### src/rtl/alarm_ringer.sv
// Alarm response controller: turns the comparator's alarm window into buzzer drive,
// with snooze, dismiss and ring-timeout handling.
module alarm_ringer #(
    parameter int unsigned BEEP_HALF    = 25000000,
    parameter int unsigned SNOOZE_SEC   = 300,
    parameter int unsigned RING_MAX_SEC = 60,
    parameter int unsigned MAX_SNOOZE   = 3
) (
    input  logic       clk_ar,
    input  logic       reset,
    input  logic       sec_tick,
    input  logic       alarm_in,
    input  logic       alarm_en,
    input  logic       dismiss,
    input  logic       snooze,
    output logic       ot_ar,
    output logic       ringing,
    output logic       snoozing,
    output logic [3:0] snooze_cnt
);

    localparam int unsigned SEC_W  = 16;
    localparam int unsigned BEEP_W = 26;
    localparam int unsigned SNZ_W  = 4;

    typedef enum logic [1:0] {
        ST_IDLE,
        ST_RING,
        ST_SNOOZE,
        ST_LOCKOUT
    } state_t;

    state_t             state_q, state_d;
    logic               alarm_d_q;
    logic               ot_q, ot_d;
    logic               ringing_q, ringing_d;
    logic               snoozing_q, snoozing_d;
    logic [SNZ_W-1:0]   snooze_cnt_q, snooze_cnt_d;
    logic [SEC_W-1:0]   ring_sec_q, ring_sec_d;
    logic [SEC_W-1:0]   snz_sec_q, snz_sec_d;
    logic [BEEP_W-1:0]  beep_cnt_q, beep_cnt_d;
    logic               rise_c;
    logic               beep_wrap_c;

    assign rise_c      = alarm_in & ~alarm_d_q;
    assign beep_wrap_c = (beep_cnt_q == BEEP_W'(BEEP_HALF - 1));

    // State and counter registers; alarm_d resets high so a live window at release is not a rise.
    always_ff @(posedge clk_ar or negedge reset) begin
        if (!reset) begin
            state_q      <= ST_IDLE;
            alarm_d_q    <= 1'b1;
            ot_q         <= 1'b0;
            ringing_q    <= 1'b0;
            snoozing_q   <= 1'b0;
            snooze_cnt_q <= '0;
            ring_sec_q   <= '0;
            snz_sec_q    <= '0;
            beep_cnt_q   <= '0;
        end else begin
            state_q      <= state_d;
            alarm_d_q    <= alarm_in;
            ot_q         <= ot_d;
            ringing_q    <= ringing_d;
            snoozing_q   <= snoozing_d;
            snooze_cnt_q <= snooze_cnt_d;
            ring_sec_q   <= ring_sec_d;
            snz_sec_q    <= snz_sec_d;
            beep_cnt_q   <= beep_cnt_d;
        end
    end

    // Next-state and output logic; buzzer is forced low outside RING.
    always_comb begin
        state_d      = state_q;
        ot_d         = 1'b0;
        snooze_cnt_d = snooze_cnt_q;
        ring_sec_d   = ring_sec_q;
        snz_sec_d    = snz_sec_q;
        beep_cnt_d   = beep_cnt_q;

        case (state_q)
            ST_IDLE: begin
                if (rise_c && alarm_en) begin
                    state_d      = ST_RING;
                    ot_d         = 1'b1;
                    beep_cnt_d   = '0;
                    ring_sec_d   = '0;
                    snooze_cnt_d = '0;
                end
            end
            ST_RING: begin
                if (dismiss || !alarm_en) begin
                    state_d = ST_LOCKOUT;
                end else if (snooze && (snooze_cnt_q < SNZ_W'(MAX_SNOOZE))) begin
                    state_d      = ST_SNOOZE;
                    snz_sec_d    = SEC_W'(SNOOZE_SEC);
                    snooze_cnt_d = snooze_cnt_q + SNZ_W'(1);
                end else if (sec_tick && (ring_sec_q == SEC_W'(RING_MAX_SEC - 1))) begin
                    state_d = ST_LOCKOUT;
                end else begin
                    if (sec_tick) begin
                        ring_sec_d = ring_sec_q + SEC_W'(1);
                    end
                    ot_d       = beep_wrap_c ? ~ot_q : ot_q;
                    beep_cnt_d = beep_wrap_c ? '0 : beep_cnt_q + BEEP_W'(1);
                end
            end
            ST_SNOOZE: begin
                if (dismiss || !alarm_en) begin
                    state_d = ST_LOCKOUT;
                end else if (sec_tick) begin
                    if (snz_sec_q == SEC_W'(1)) begin
                        state_d    = ST_RING;
                        ot_d       = 1'b1;
                        beep_cnt_d = '0;
                        ring_sec_d = '0;
                    end else begin
                        snz_sec_d = snz_sec_q - SEC_W'(1);
                    end
                end
            end
            ST_LOCKOUT: begin
                if (!alarm_in) begin
                    state_d = ST_IDLE;
                end
            end
            default: state_d = ST_IDLE;
        endcase

        ringing_d  = (state_d == ST_RING);
        snoozing_d = (state_d == ST_SNOOZE);
    end

    assign ot_ar      = ot_q;
    assign ringing    = ringing_q;
    assign snoozing   = snoozing_q;
    assign snooze_cnt = snooze_cnt_q;

endmodule
### config.mk
export PLATFORM = sky130hd
export DESIGN_NAME = alarm_ringer
export DESIGN_NICKNAME = d
export VERILOG_FILES = /design/src/rtl/alarm_ringer.sv
export SDC_FILE = /design/constraint.sdc
export NUM_CORES = 1
export LEC_CHECK = 0
export BUFFER_PORTS_ARGS = -buffer_cell sky130_fd_sc_hd__buf_4
export CELL_PAD_IN_SITES_DETAIL_PLACEMENT = 2
export CELL_PAD_IN_SITES_GLOBAL_PLACEMENT = 2
export CORE_UTILIZATION = 42
export CTS_CLUSTER_DIAMETER = 50
export DETAILED_ROUTE_END_ITERATION = 10
export PLACE_DENSITY_LB_ADDON = 0.1
export SLEW_MARGIN = 15
export SYNTH_ARGS = -nofsm -noshare
export SYNTH_HDL_FRONTEND = slang
export SYNTH_SLANG_ARGS = --single-unit
### constraint.sdc
create_clock -name clk_ar -period 4.07 [get_ports clk_ar]
set_input_delay 0.814 -clock clk_ar [delete_from_list [all_inputs] [get_ports clk_ar]]
set_output_delay 0.814 -clock clk_ar [all_outputs]
set_load 0.1 [all_outputs]
Yosys cells after proc, flatten, opt, wreduce, memory -nomap -nowiden:

Index checks and enable logic that the tools add are counted.

* flip-flop bits (word level): 68
* input bits: 7
* output and inout bits: 7
* word-level logic and storage cells: 95

* add/subtract/negate cells: 4
* $lt $le $gt $ge: 1
* eq/ne operators: 19
* multiplexer cells: 46
* bitwise gates (word level): 3
* reduce and logical (&&, ||, !) cells: 13

Operators by type and width (count)
* 2-to-1 mux 16 bit: 13
* 2-to-1 mux 26 bit: 8
* case mux 26 bit (3 select lines): 1
* case mux 16 bit (3 select lines): 1
* case mux 16 bit (2 select lines): 1
* adder 26 x 1 -> 26 bit, second input constant: 1
* == test 26 x 25 -> 1 bit, second input constant: 1
* inequality test 2 bit, second input constant: 10
* adder 16 x 1 -> 16 bit, second input constant: 1
* == test 16 x 1 -> 1 bit, second input constant: 1
* == test 16 x 6 -> 1 bit, second input constant: 1
* 2-to-1 mux 2 bit: 8
* subtractor 16 x 1 -> 16 bit, second input constant: 1
* 2-to-1 mux 4 bit: 3
* AND reduction 9 bit: 1
* 2-to-1 mux 1 bit: 8
* case mux 2 bit (4 select lines): 1
* case mux 4 bit (2 select lines): 1
* AND reduction 8 bit: 1
* == test 2 bit, second input constant: 3
* AND reduction 6 bit: 1
* inequality test 5 bit, second input constant: 1
* adder 4 x 1 -> 4 bit, second input constant: 1
* == test 2 x 1 -> 1 bit, second input constant: 2
* other kinds (11): 15

Depth between registers and ports, before layout:

* word-level depth: 7
* mapped depth: 9
* mapped depth without buffers: 9

Worst setup path before layout:

Ideal clock, no wire load.

* kind: reg2reg
* start: reg snooze_cnt_q[0] (netlist: snooze_cnt[0])
* end: reg beep_cnt_q[1]
* setup time: 125 ps
* arrival time: 2807 ps
* data required time: 3945 ps
* path slack: 1138 ps
* cell stages (with the launch flop): 10
* path buffers: 2
* period minus slack after synthesis: 2932 ps
* path through: dfrtp_1 > ha_1 > or4b_2 > clkbuf_1 > nor3_1 > o21ai_0 > a21boi_2 > or2_1 > buf_6 > o21ai_1

* word-level cells in the longest chain between the ends: 4

Ends and longest elaborated chain
* from (decl): line 38 `logic [SNZ_W-1:0] snooze_cnt_q, snooze_cnt_d;`
* from (signal assigned): line 66 `snooze_cnt_q <= snooze_cnt_d;`
* < comparator 4 x 2 -> 1 bit: line 95 `end else if (snooze && (snooze_cnt_q < SNZ_W'(MAX_SNOOZE))) begin`
* logical AND 1 bit: line 95
* inequality test 2 bit (no line)
* AND reduction 8 bit (no line)
* to (signal assigned): line 69 `beep_cnt_q <= beep_cnt_d;`
* to (decl): line 41 `logic [BEEP_W-1:0] beep_cnt_q, beep_cnt_d;`

Every way passes these cells.
A chain may end at the register's enable or synchronous reset.

Worst setup path in the final report:

* start: reg snz_sec_q[2]
* end: reg beep_cnt_q[4]

* word-level cells in the longest chain between the ends: 3

Ends and longest elaborated chain
* from (decl): line 40 `logic [SEC_W-1:0] snz_sec_q, snz_sec_d;`
* from (signal assigned): line 68 `snz_sec_q <= snz_sec_d;`
* == test 16 x 1 -> 1 bit: line 113 `if (snz_sec_q == SEC_W'(1)) begin`
* inequality test 2 bit (no line)
* AND reduction 8 bit (no line)

Every way passes these cells.

==> results.md <==
* Status: complete, no violations
* R2R setup slack at 0.72 ns
* Final Core Density at 48.0%
* Postcts setup bufs at 0
* ANT cells at 0
* Top post-synthesis cells by area: dfrtp_1 (45%), nand2_1 (5.1%), o31ai_1 (4.6%), nand3_1 (3.3%), nor2_1 (3.3%)
* Die height at 96.3 µm
* Final setup viols at 0
* Async SR Flop Fraction at 100%
* Buf/Inv on CP at 1
* Launching point of the worst reg2reg path: snz_sec_q[2]
* Switching share of power at 42.3%
* Drt pass-1 iters at 4
* Worst skew pair latency at 0.37 ns
* NetSw at 1070 µW
* Combinational fraction of design power at 34.0%
* Yosys reg bits at 68
* Clock Path Buffers at 2
* Post-DP HPWL at 7.77 mm
* Hold_sp: beep_cnt_q[20]
* Metal3 WL at 196 µm
* PortBufs at 13
* Share of layout cells above drive strength 1 at 10.9%
* Critical path's largest stage delay at 0.71 ns
* 1st-iter DRT viols at 95
* DRC Markers at 0
* Xor/xnor cell area share of the yosys netlist at 2.58%
* Leakage at 0.00168 µW
* Setup_tns at 0 ns
* Clock slew at reported path FFs at 0.09 ns
* Adder-cell share of the synthesized area at 1.67%
* Total Routing Usage GR at 26.2%
* WP data required at 4.30 ns
* Final hold vios at 0
* Area of all placed cells without fillers at 0.00417 mm²
* PD cells at 608 mW/mm²
* Most numerous cell in the Yosys netlist: dfrtp_1
* Die area at 0.00928 mm²
* Routed wire length at 11.3 mm
* Commonest cells in the synthesized netlist: dfrtp_1 (67), nand2_1 (51), nor2_1 (33), nand3_1 (25), o21ai_0 (24)
* Cell internal pwr at 1460 µW
* Placement Rows at 34
* Cell count along the critical path at 7
* Post-synth EDFFs at 0
* Crit path max-delay family: simple AND/OR/NAND/NOR gates
* TritonCTS clock tree: built
* Final Cycle Share at 82.2%
* Global-route wire length before repair at 18.2 mm
* Worst-margin pin slew at 0.908 ns
* Pin count of the biggest net entering global routing at 69
* Area fraction of the dominant cell type after synthesis at 44.9%
* Initial Utilization at 43.1%
* Ys Warns at 0
* Clock Skews at 0.0153 ns
* Post-synthesis compound-gate area fraction at 19.5%
* Gate Count Post-Synth at 416
* DR vias/cell at 6.20
* Sequential share of power at 37.6%
* Minimum clock period at 3.35 ns
* WHS Endpoint: beep_cnt_q[20]
* CP Cell Sequence: or4_1 > nor4_4 > nor2_2 > or3_1 > or2_1 > inv_2 > a31oi_1
* Power share of the clock group at 28.3%
* Mapped Area at 0.00374 mm²
* Clk sink count at 68
* Critical path's slowest cell: or4_1
* Num CTS Buffers at 9
* Worst hold path class: flop to flop
* Total I/O pin count at 14
* Cts hold-fix bufs at 0
* Core footprint at 0.00868 mm²
* Worst setup SP type: flop
* Crit end category: flop
* Rel. slew slack at 39.5%
* Initial antenna violation count at 0
* Synth-to-Final Area Change at 11.6%
* Max Used Layer: met4
* Total of max-cap violations at 0
* Vias in the first global route at 3474
* Slew Viols, Final at 0
* Mux cell area share after synthesis at 0.569%
* M1 WL at 5.34 mm
* Main combinational cell family by area after synthesis: simple AND/OR/NAND/NOR gates
* Syn avg cell area at 8.98 µm²
* Seq/Total Area, Yosys at 45.6%
* Syn nets at 428
* Max Freq at 0.299 GHz
* CP max FO at 15
* Distinct cells, synth at 52
* Main synth FF type: dfrtp_1
* RR Endpoint: beep_cnt_q[4]
* Area leader, netlist: dfrtp_1
* Routed wl met2 at 5.56 mm
* GPL Wtd Cong at 0.780
* Worst VDD drop at 0.000236 V
* Grt total ovfl at 0
* Mean routed wirelength per cell at 21.0 µm
* Unrepaired setup endpoints after global routing: no
* Setup CP Type: flop to flop
* Clock tree root driver cell: clkbuf_8
* H-tree depth at 3
* R2R depth at 7
* Hold Crit Depth at 1
* Via count at 3335
* Post-cts sizing count at 0
* Simple-gate portion of the synthesized area at 27.2%
* CP arrival at 3.58 ns
* Final net count at 437
* Die Wd at 96.3 µm
* DP Area at 0.00392 mm²
* Post-DRT Antenna Nets at 0
## flip-flops by register name, indices dropped and copies added (netlist names)
| name | count |
|---|---|
| state_q | 2 |
| snoozing | 1 |
| snz_sec_q | 16 |
| snooze_cnt | 4 |
| alarm_d_q | 1 |
| beep_cnt_q | 26 |
| ring_sec_q | 16 |
| ot_ar | 1 |
| ringing | 1 |
## cell families after synthesis
family                   count (synthesis)
flip-flops                              68
AO/OA/AOI/OAI                          108
multiplexers                             2
adder cells (fa/ha/maj)                  5
AND/OR/NAND/NOR                        195
XOR/XNOR                                11
buffers and inverters                   27
## power by group through the flow
stage          combinational (µW)  clock (µW)  sequential [µW]
3_5_place_dp                  859           0              964
6_report                      863         718              954
2_1_floorplan                 542           0             1030
3_3_place_gp                  820           0              949
5_1_grt                       945         752              974
4_1_cts                       871         731              952
## per-layer routing
metal  global-route usage, %  up-vias
li1                        -     1571
met3                    3.71       17
met2                    44.3       36
met4                    8.70        0
met5                       0        -
met1                    34.2     1711
## worst register-to-register path: stages (launching register included)
cell	delay [ns]
dfrtp_1	0.46
or4_1	0.71
nor4_4	0.42
nor2_2	0.22
or3_1	0.58
or2_1	0.46
inv_2	0.25
a31oi_1	0.12
## placed cells by master, fill, tap and decap left out, types with 8 or more instances in the layout
cell      instances
a21oi_1          11
a31oi_1          19
and3_1           10
buf_4            18
clkbuf_8          9
dfrtp_1          67
nand2_1          51
nand3_1          25
nand4_1           8
nor2_1           33
nor3_1           15
nor4_1            8
o21ai_0          24
o22a_1            8
o31ai_1          23
xnor2_1          10
## worst max-delay path by stage
stage | startpoint | end | slack (ns)
6_report | snz_sec_q[2] | beep_cnt_q[4] | 0.72
5_1_grt | snz_sec_q[2] | beep_cnt_q[10] | 0.56
4_1_cts | snz_sec_q[2] | beep_cnt_q[4] | 0.75
3_5_place_dp | snooze | beep_cnt_q[15] | 0.74
3_3_place_gp | snooze | beep_cnt_q[10] | 0.88
2_1_floorplan | snooze_cnt[0] | beep_cnt_q[1] | 1.14
## per-stage QoR
stage	cells	power [µW]	hold slack (ns)	worst slack, ns
after detailed placement	522	1820	0.461	0.738
after global routing	538	2670	0.505	0.561
after CTS	538	2550	0.481	0.746
final	538	2530	0.474	0.723
after floorplan	416	1570	0.443	1.14
after global placement	522	1770	0.460	0.877
## cell type report
class | count | area, µm²
fillers | 958 | 4510
multi-input cells | 321 | 1920
flip-flops and latches | 68 | 1700
repair buffers | 18 | 135
well taps | 108 | 135
clock buffers | 9 | 124
clock inverters | 7 | 123
inverters | 7 | 26.3
Note: power is estimated with default switching activity, not from simulation.
